`src/rtl/adc_lvds_tx_emu.sv`:
```
// adc_lvds_tx_emu
// Emulates the quad ADC's 2-lane-per-channel serial LVDS output, one bit per
// lane per clock. A 16-bit word {sample, 2'b00} is sent MSB first: d1 carries
// the odd bit positions and d0 the even ones, so a frame lasts 8 clocks.
// Samples come from a ramp, a fixed word, a checkerboard or an external
// stream. A commanded slip inserts one idle bit before the next frame.
module adc_lvds_tx_emu #(
   parameter int unsigned NUM_CH   = 4,
   parameter int unsigned SAMPLE_W = 14
) (
   input  logic                       clk_200m,
   input  logic                       rst_200m,
   input  logic                       en,
   input  logic [1:0]                 pattern_sel,
   input  logic [SAMPLE_W-1:0]        pattern_reg,
   input  logic [NUM_CH*SAMPLE_W-1:0] ext_data,
   input  logic                       ext_valid,
   output logic                       ext_ready,
   input  logic                       slip_req,
   output logic                       fclk,
   output logic [NUM_CH-1:0]          d1,
   output logic [NUM_CH-1:0]          d0,
   output logic                       frame_start,
   output logic                       underrun
);

   localparam int unsigned WORD_W     = SAMPLE_W + 2;
   localparam int unsigned FRAME_BITS = WORD_W / 2;
   localparam int unsigned CNT_W      = $clog2(FRAME_BITS);

   localparam logic [1:0] SEL_RAMP  = 2'd0;
   localparam logic [1:0] SEL_FIXED = 2'd1;
   localparam logic [1:0] SEL_CHK   = 2'd2;

   // 0x2AAA / 0x1555 for a 14-bit sample
   localparam logic [SAMPLE_W-1:0] CHK_A = {(SAMPLE_W/2){2'b10}};
   localparam logic [SAMPLE_W-1:0] CHK_B = ~CHK_A;

   typedef enum logic [1:0] {
      ST_IDLE,
      ST_LOAD,
      ST_SEND,
      ST_GAP
   } state_t;

   state_t                     r_state;
   state_t                     w_state_nxt;
   logic [CNT_W-1:0]           r_bit_cnt;
   logic                       r_slip_pending;
   logic [SAMPLE_W-1:0]        r_ramp;
   logic                       r_chk_phase;
   logic [NUM_CH*SAMPLE_W-1:0] r_ext;
   logic [WORD_W-1:0]          r_shift [NUM_CH];

   logic                       w_load;
   logic                       w_last_bit;
   logic                       w_slip;
   logic                       w_ext_load;
   logic [SAMPLE_W-1:0]        w_sample [NUM_CH];

   assign w_last_bit = (r_bit_cnt == CNT_W'(FRAME_BITS - 1));
   // A slip request landing in the last bit cycle still applies to this boundary
   assign w_slip     = r_slip_pending | slip_req;
   assign w_ext_load = w_load & (pattern_sel == 2'd3);

   // State register
   always_ff @(posedge clk_200m or posedge rst_200m) begin
      if (rst_200m) begin
         r_state <= ST_IDLE;
      end else begin
         r_state <= w_state_nxt;
      end
   end

   // Next-state decode and load-point decision
   always_comb begin
      w_state_nxt = r_state;
      w_load      = 1'b0;
      case (r_state)
         ST_IDLE: begin
            if (en) begin
               w_state_nxt = ST_LOAD;
            end
         end
         ST_LOAD: begin
            w_load      = 1'b1;
            w_state_nxt = ST_SEND;
         end
         ST_SEND: begin
            if (w_last_bit) begin
               if (w_slip) begin
                  w_state_nxt = ST_GAP;
               end else if (en) begin
                  w_load = 1'b1;
               end else begin
                  w_state_nxt = ST_IDLE;
               end
            end
         end
         ST_GAP: begin
            if (en) begin
               w_load      = 1'b1;
               w_state_nxt = ST_SEND;
            end else begin
               w_state_nxt = ST_IDLE;
            end
         end
         default: begin
            w_state_nxt = ST_IDLE;
         end
      endcase
   end

   // Sample set selected for the next load point
   always_comb begin
      for (int unsigned k = 0; k < NUM_CH; k++) begin
         w_sample[k] = '0;
         case (pattern_sel)
            SEL_RAMP:  w_sample[k] = r_ramp + SAMPLE_W'(k);
            SEL_FIXED: w_sample[k] = pattern_reg;
            SEL_CHK:   w_sample[k] = r_chk_phase ? CHK_B : CHK_A;
            default: begin
               // Underrun repeats the previously accepted set
               w_sample[k] = ext_valid ? ext_data[k*SAMPLE_W +: SAMPLE_W]
                                       : r_ext[k*SAMPLE_W +: SAMPLE_W];
            end
         endcase
      end
   end

   // Serializer: the load cycle drives bit 0 directly and parks the rest
   // of the word in the shift register, so frames run back to back
   always_ff @(posedge clk_200m or posedge rst_200m) begin
      if (rst_200m) begin
         r_bit_cnt   <= '0;
         fclk        <= 1'b0;
         d1          <= '0;
         d0          <= '0;
         frame_start <= 1'b0;
         ext_ready   <= 1'b0;
         for (int unsigned k = 0; k < NUM_CH; k++) begin
            r_shift[k] <= '0;
         end
      end else begin
         frame_start <= w_load;
         ext_ready   <= w_ext_load & ext_valid;
         if (w_load) begin
            r_bit_cnt <= '0;
            fclk      <= 1'b1;
            for (int unsigned k = 0; k < NUM_CH; k++) begin
               d1[k]      <= w_sample[k][SAMPLE_W-1];
               d0[k]      <= w_sample[k][SAMPLE_W-2];
               r_shift[k] <= {w_sample[k][SAMPLE_W-3:0], 4'b0000};
            end
         end else if ((r_state == ST_SEND) && !w_last_bit) begin
            r_bit_cnt <= r_bit_cnt + CNT_W'(1);
            // Bit n+1 is on the lanes next; fclk high for the first half
            fclk      <= (r_bit_cnt < CNT_W'(FRAME_BITS/2 - 1));
            for (int unsigned k = 0; k < NUM_CH; k++) begin
               d1[k]      <= r_shift[k][WORD_W-1];
               d0[k]      <= r_shift[k][WORD_W-2];
               r_shift[k] <= {r_shift[k][WORD_W-3:0], 2'b00};
            end
         end else begin
            r_bit_cnt <= '0;
            fclk      <= 1'b0;
            d1        <= '0;
            d0        <= '0;
         end
      end
   end

   // Pattern generators, slip request latch and sticky underrun flag
   always_ff @(posedge clk_200m or posedge rst_200m) begin
      if (rst_200m) begin
         r_slip_pending <= 1'b0;
         r_ramp         <= '0;
         r_chk_phase    <= 1'b0;
         r_ext          <= '0;
         underrun       <= 1'b0;
      end else begin
         r_slip_pending <= slip_req | (r_slip_pending & (r_state != ST_GAP));
         if (w_load && (pattern_sel == SEL_RAMP)) begin
            r_ramp <= r_ramp + SAMPLE_W'(1);
         end
         if (r_state == ST_IDLE) begin
            r_chk_phase <= 1'b0;
         end else if (w_load && (pattern_sel == SEL_CHK)) begin
            r_chk_phase <= ~r_chk_phase;
         end
         if (w_ext_load) begin
            if (ext_valid) begin
               r_ext <= ext_data;
            end else begin
               underrun <= 1'b1;
            end
         end
      end
   end

endmodule

```
`config.mk`:
```
export PLATFORM = sky130hd
export DESIGN_NAME = adc_lvds_tx_emu
export DESIGN_NICKNAME = d
export VERILOG_FILES = /design/src/rtl/adc_lvds_tx_emu.sv
export SDC_FILE = /design/constraint.sdc
export NUM_CORES = 1
export LEC_CHECK = 0
export CORE_AREA = 2 2 126 128
export CTS_CLUSTER_DIAMETER = 100
export DETAILED_ROUTE_END_ITERATION = 8
export DIE_AREA = 0 0 128 130
export PLACE_DENSITY_LB_ADDON = 0.15
export SETUP_SLACK_MARGIN = 0.02
export SLEW_MARGIN = 5
export SYNTH_ARGS = -nofsm -noshare
export SYNTH_HDL_FRONTEND = slang
export SYNTH_SLANG_ARGS = --single-unit
```
`constraint.sdc`:
```
create_clock -name clk_200m -period 5.08 [get_ports clk_200m]
set_clock_uncertainty 0.05 [all_clocks]
set_input_delay 1.524 -clock clk_200m [delete_from_list [all_inputs] [get_ports clk_200m]]
set_output_delay 1.524 -clock clk_200m [all_outputs]
set_load 0.02 [all_outputs]
```
==> results by group <==
Pwr
  – Comb power frac: 30.7%
  – Sw frac: 33.62%
  – Int Pwr: 2.958 mW
  – VDD IR max: 0.2716 mV
  – Leakage: 4.040 nW
  – Seq pwr share: 39.0%
  – Clk pwr share: 30.3%
  – Psw: 1.498 mW
  – Power per cell area: 484.1 nW/µm²

Clocking
  – Root buffer cell: clkbuf_16
  – Clk sinks: 137
  – Total CTS buffers: 17
  – Postcts setup bufs: 0
  – H-tree depth: 4
  – Post-CTS Resized: 0
  – CTS tree: done
  – Max clock buf depth: 2
  – Worst-path clk slew: 60 ps
  – Clock Latency Late Sink: 430 ps
  – Cts hold-fix bufs: 0

Routing
  – DRT Wirelength: 21690 µm
  – Antenna-violating nets left: 0
  – Iter 0 DRT Violations: 807
  – Drt drc: 0
  – Routed len/inst: 21.63 µm
  – Routed vias: 6131
  – Drt pass-1 iters: 6
  – Vias per std cell: 6.113

Synthesis
  – Yosys cell types: 59
  – Syn Nets: 825
  – Synth async-reset ratio: 100.0%
  – Post-Syn Area per Cell: 10.34 µm²
  – Post-synth EDFFs: 0
  – Post-synthesis cell count: 742
  – Synth Register Bits: 137
  – Yosys warns: 0
  – Top-area cell type share of the netlist area: 44.67%
  – Synth area leader: dfrtp_1
  – Synth Flop Type: dfrtp_1
  – Main area contributors after synthesis: dfrtp_1 (45%), mux2i_1 (7.0%), mux2_2 (5.0%), mux2_1 (4.3%), xnor2_1 (3.4%)
  – Sequential fraction of the synthesis area: 44.67%
  – Synthesized area: 7675 µm²

Finish
  – Fin nets: 881
  – Syn-to-layout area delta: 19.94%
  – Final Cell Area: 9205 µm²
  – Non-filler cells, final: 1003
  – Share of post-route cells with drive strength above 1: 12.45%
  – Diode count: 0
  – Fin util: 59.68%

Floorplanning
  – Die ar.: 16640 µm²
  – Placeable Area: 15420 µm²
  – Row Count: 46
  – Die width: 128 µm
  – Chip height: 130 µm
  – Initial core utilization: 49.76%
  – IO Count: 89

Global routing
  – Grt ovf: 0
  – Initial antenna violation count: 0
  – Largest net degree at the start of global routing: 138
  – Vias in the first global route: 6192
  – Global-route wire length before repair: 34520 µm
  – GRT Resource Usage Total: 27.48%

STA
  – RSZ-0062 raised after global routing: false
  – # setup viols final: 0
  – Period utilisation layout: 75.50%
  – Worst Tran Pin Value: 953.6 ps
  – Final hold viol count: 0
  – Maximum clock frequency: 260.7 MHz
  – Hold Worst Slack: 412.2 ps
  – Tmin final: 3836 ps
  – Setup TNS: 0 ps
  – Rel. slew slack: 36.27%
  – Slew Limit Fails: 0

Worst setup path
  – CP Max Fanout: 38
  – CP max-delay cell: nor2_1
  – Slowest stage delay, CP: 720 ps
  – WP buf/inv: 2
  – WP data arrival: 4130 ps
  – CP Class: primary input to flip-flop
  – CP endpoint kind: flip-flop
  – CP Data Required Time: 5370 ps
  – Setup crit start kind: primary input
  – CP cell instances: clkdlybuf4s50_1, buf_4, nor2_1, nand2_1, nor3_1, xor2_1
  – CP top delay family: simple AND/OR/NAND/NOR gates

Worst hold path
  – Worst min path class: flip-flop to flip-flop

Placed design
  – Input/output buffers: 88
  – Placed cell area: 8558 µm²
  – Placed Instances: 971
  – GP Congestion: 0.9167
  – Post-DP HPWL: 15230 µm

Flow run
  – Max Cap Violations: 0

Outcome
  – Run status: finished clean
[stage by stage]
step	total power, mW	setup WS [ps]
6_report	4.456	1244
5_1_grt	4.693	1015
4_1_cts	4.467	1345
3_5_place_dp	3.102	894.5
3_3_place_gp	3.056	1015
2_1_floorplan	2.622	1799
[logic make-up (layout without fill, tap and decap cells)]
group	Yosys count	after routing	share of synthesized area, %
compound gates	200	200	17.20
simple gates	164	164	10.76
flops	137	137	44.67
mux	117	117	16.29
buf+inv	73	142	4.972
xor+xnor	45	45	5.135
fa+ha+maj	6	6	0.9781
[layout make-up]
type | count | area (µm²)
clock buffers | 21 | 480.5
clock inverters | 11 | 166.4
fillers | 1315 | 6220
inverters | 12 | 48.80
multi-input cells | 532 | 3870
flip-flops and latches | 137 | 3428
well taps | 192 | 240.2
repair buffers | 98 | 970.9
[power by group through the flow]
stage	Sequential, mW	Clock, mW	Combinational (mW)
5_1_grt	1.78	1.42	1.50
4_1_cts	1.73	1.37	1.37
2_1_floorplan	1.69	0	0.935
3_3_place_gp	1.73	0	1.32
3_5_place_dp	1.75	0	1.36
6_report	1.74	1.35	1.37
[path summary, 6_finish.rpt]
kind / slack [ps] / cells after the start / startpoint / end
max: 1240 / 6 / pattern_sel[1] / r_ramp[9]
min: 410 / 1 / r_bit_cnt[0] / r_bit_cnt[0]
max reg2reg: 2400 / 9 / r_bit_cnt[0] / r_ramp[9]
min reg2reg: 410 / 1 / r_bit_cnt[0] / r_bit_cnt[0]
max in group asynchronous: 2760 / 3 / rst_200m / r_ramp[5]
min in group asynchronous: 1550 / 3 / rst_200m / d1[3]
[state kept, by name, summed over array words and instances, names as in the netlist]
signal          flops
r_slip_pending      1
fclk                1
r_chk_phase         1
r_shift            48
d0                  4
ext_ready           1
r_ramp             14
underrun            1
frame_start         1
r_ext              56
r_bit_cnt           3
d1                  4
r_state             2
[metal layers]
layer | vias up | wire (µm) | global-route usage (%) | share of wire [%]
li1 | 2808 | - | - | -
met1 | 3023 | 9654 | 38.41 | 45
met2 | 254 | 9922 | 42.47 | 46
met3 | 46 | 1540 | 5.535 | 7.1
met4 | 0 | 574 | 10.73 | 2.6
met5 | - | 0 | 0 | 0
[cell usage after synthesis (all sizes together) (4+ instances only)]
master,instances
xnor2,30
o211ai,11
ha,6
nand3,9
nor2b,6
mux2i,54
a211oi,8
and3,6
a22oi,23
dfrtp,137
nor4,4
buf,49
clkbuf,12
a21oi,44
nor3,14
a22o,8
nor2,45
xor2,15
nand2b,4
inv,12
o22ai,4
mux2,63
o21ai,55
a221o,14
nand2,63
a21o,6
a31oi,4
nand4,5
a221oi,7
[cell usage in the layout, fill, tap and decap left out, drive strengths merged, types with 3 or more instances in the layout]
master,n
a21oi,44
nor2b,6
mux2,63
clkbuf,21
and3,6
o22ai,4
a221oi,7
dfrtp,137
o221ai,3
nor4,4
nand3,9
a21boi,3
a22oi,23
a31oi,4
nor3,14
o21ai,55
clkinvlp,4
o211ai,11
xor2,15
clkdlybuf4s50,86
a21o,6
nand2b,4
nor2,45
a22o,8
clkinv,3
inv,12
buf,12
xnor2,30
mux2i,54
nand2,63
bufinv,4
a211oi,8
nand4,5
or3,3
ha,6
a221o,14
(Power assumes the default switching activity.)
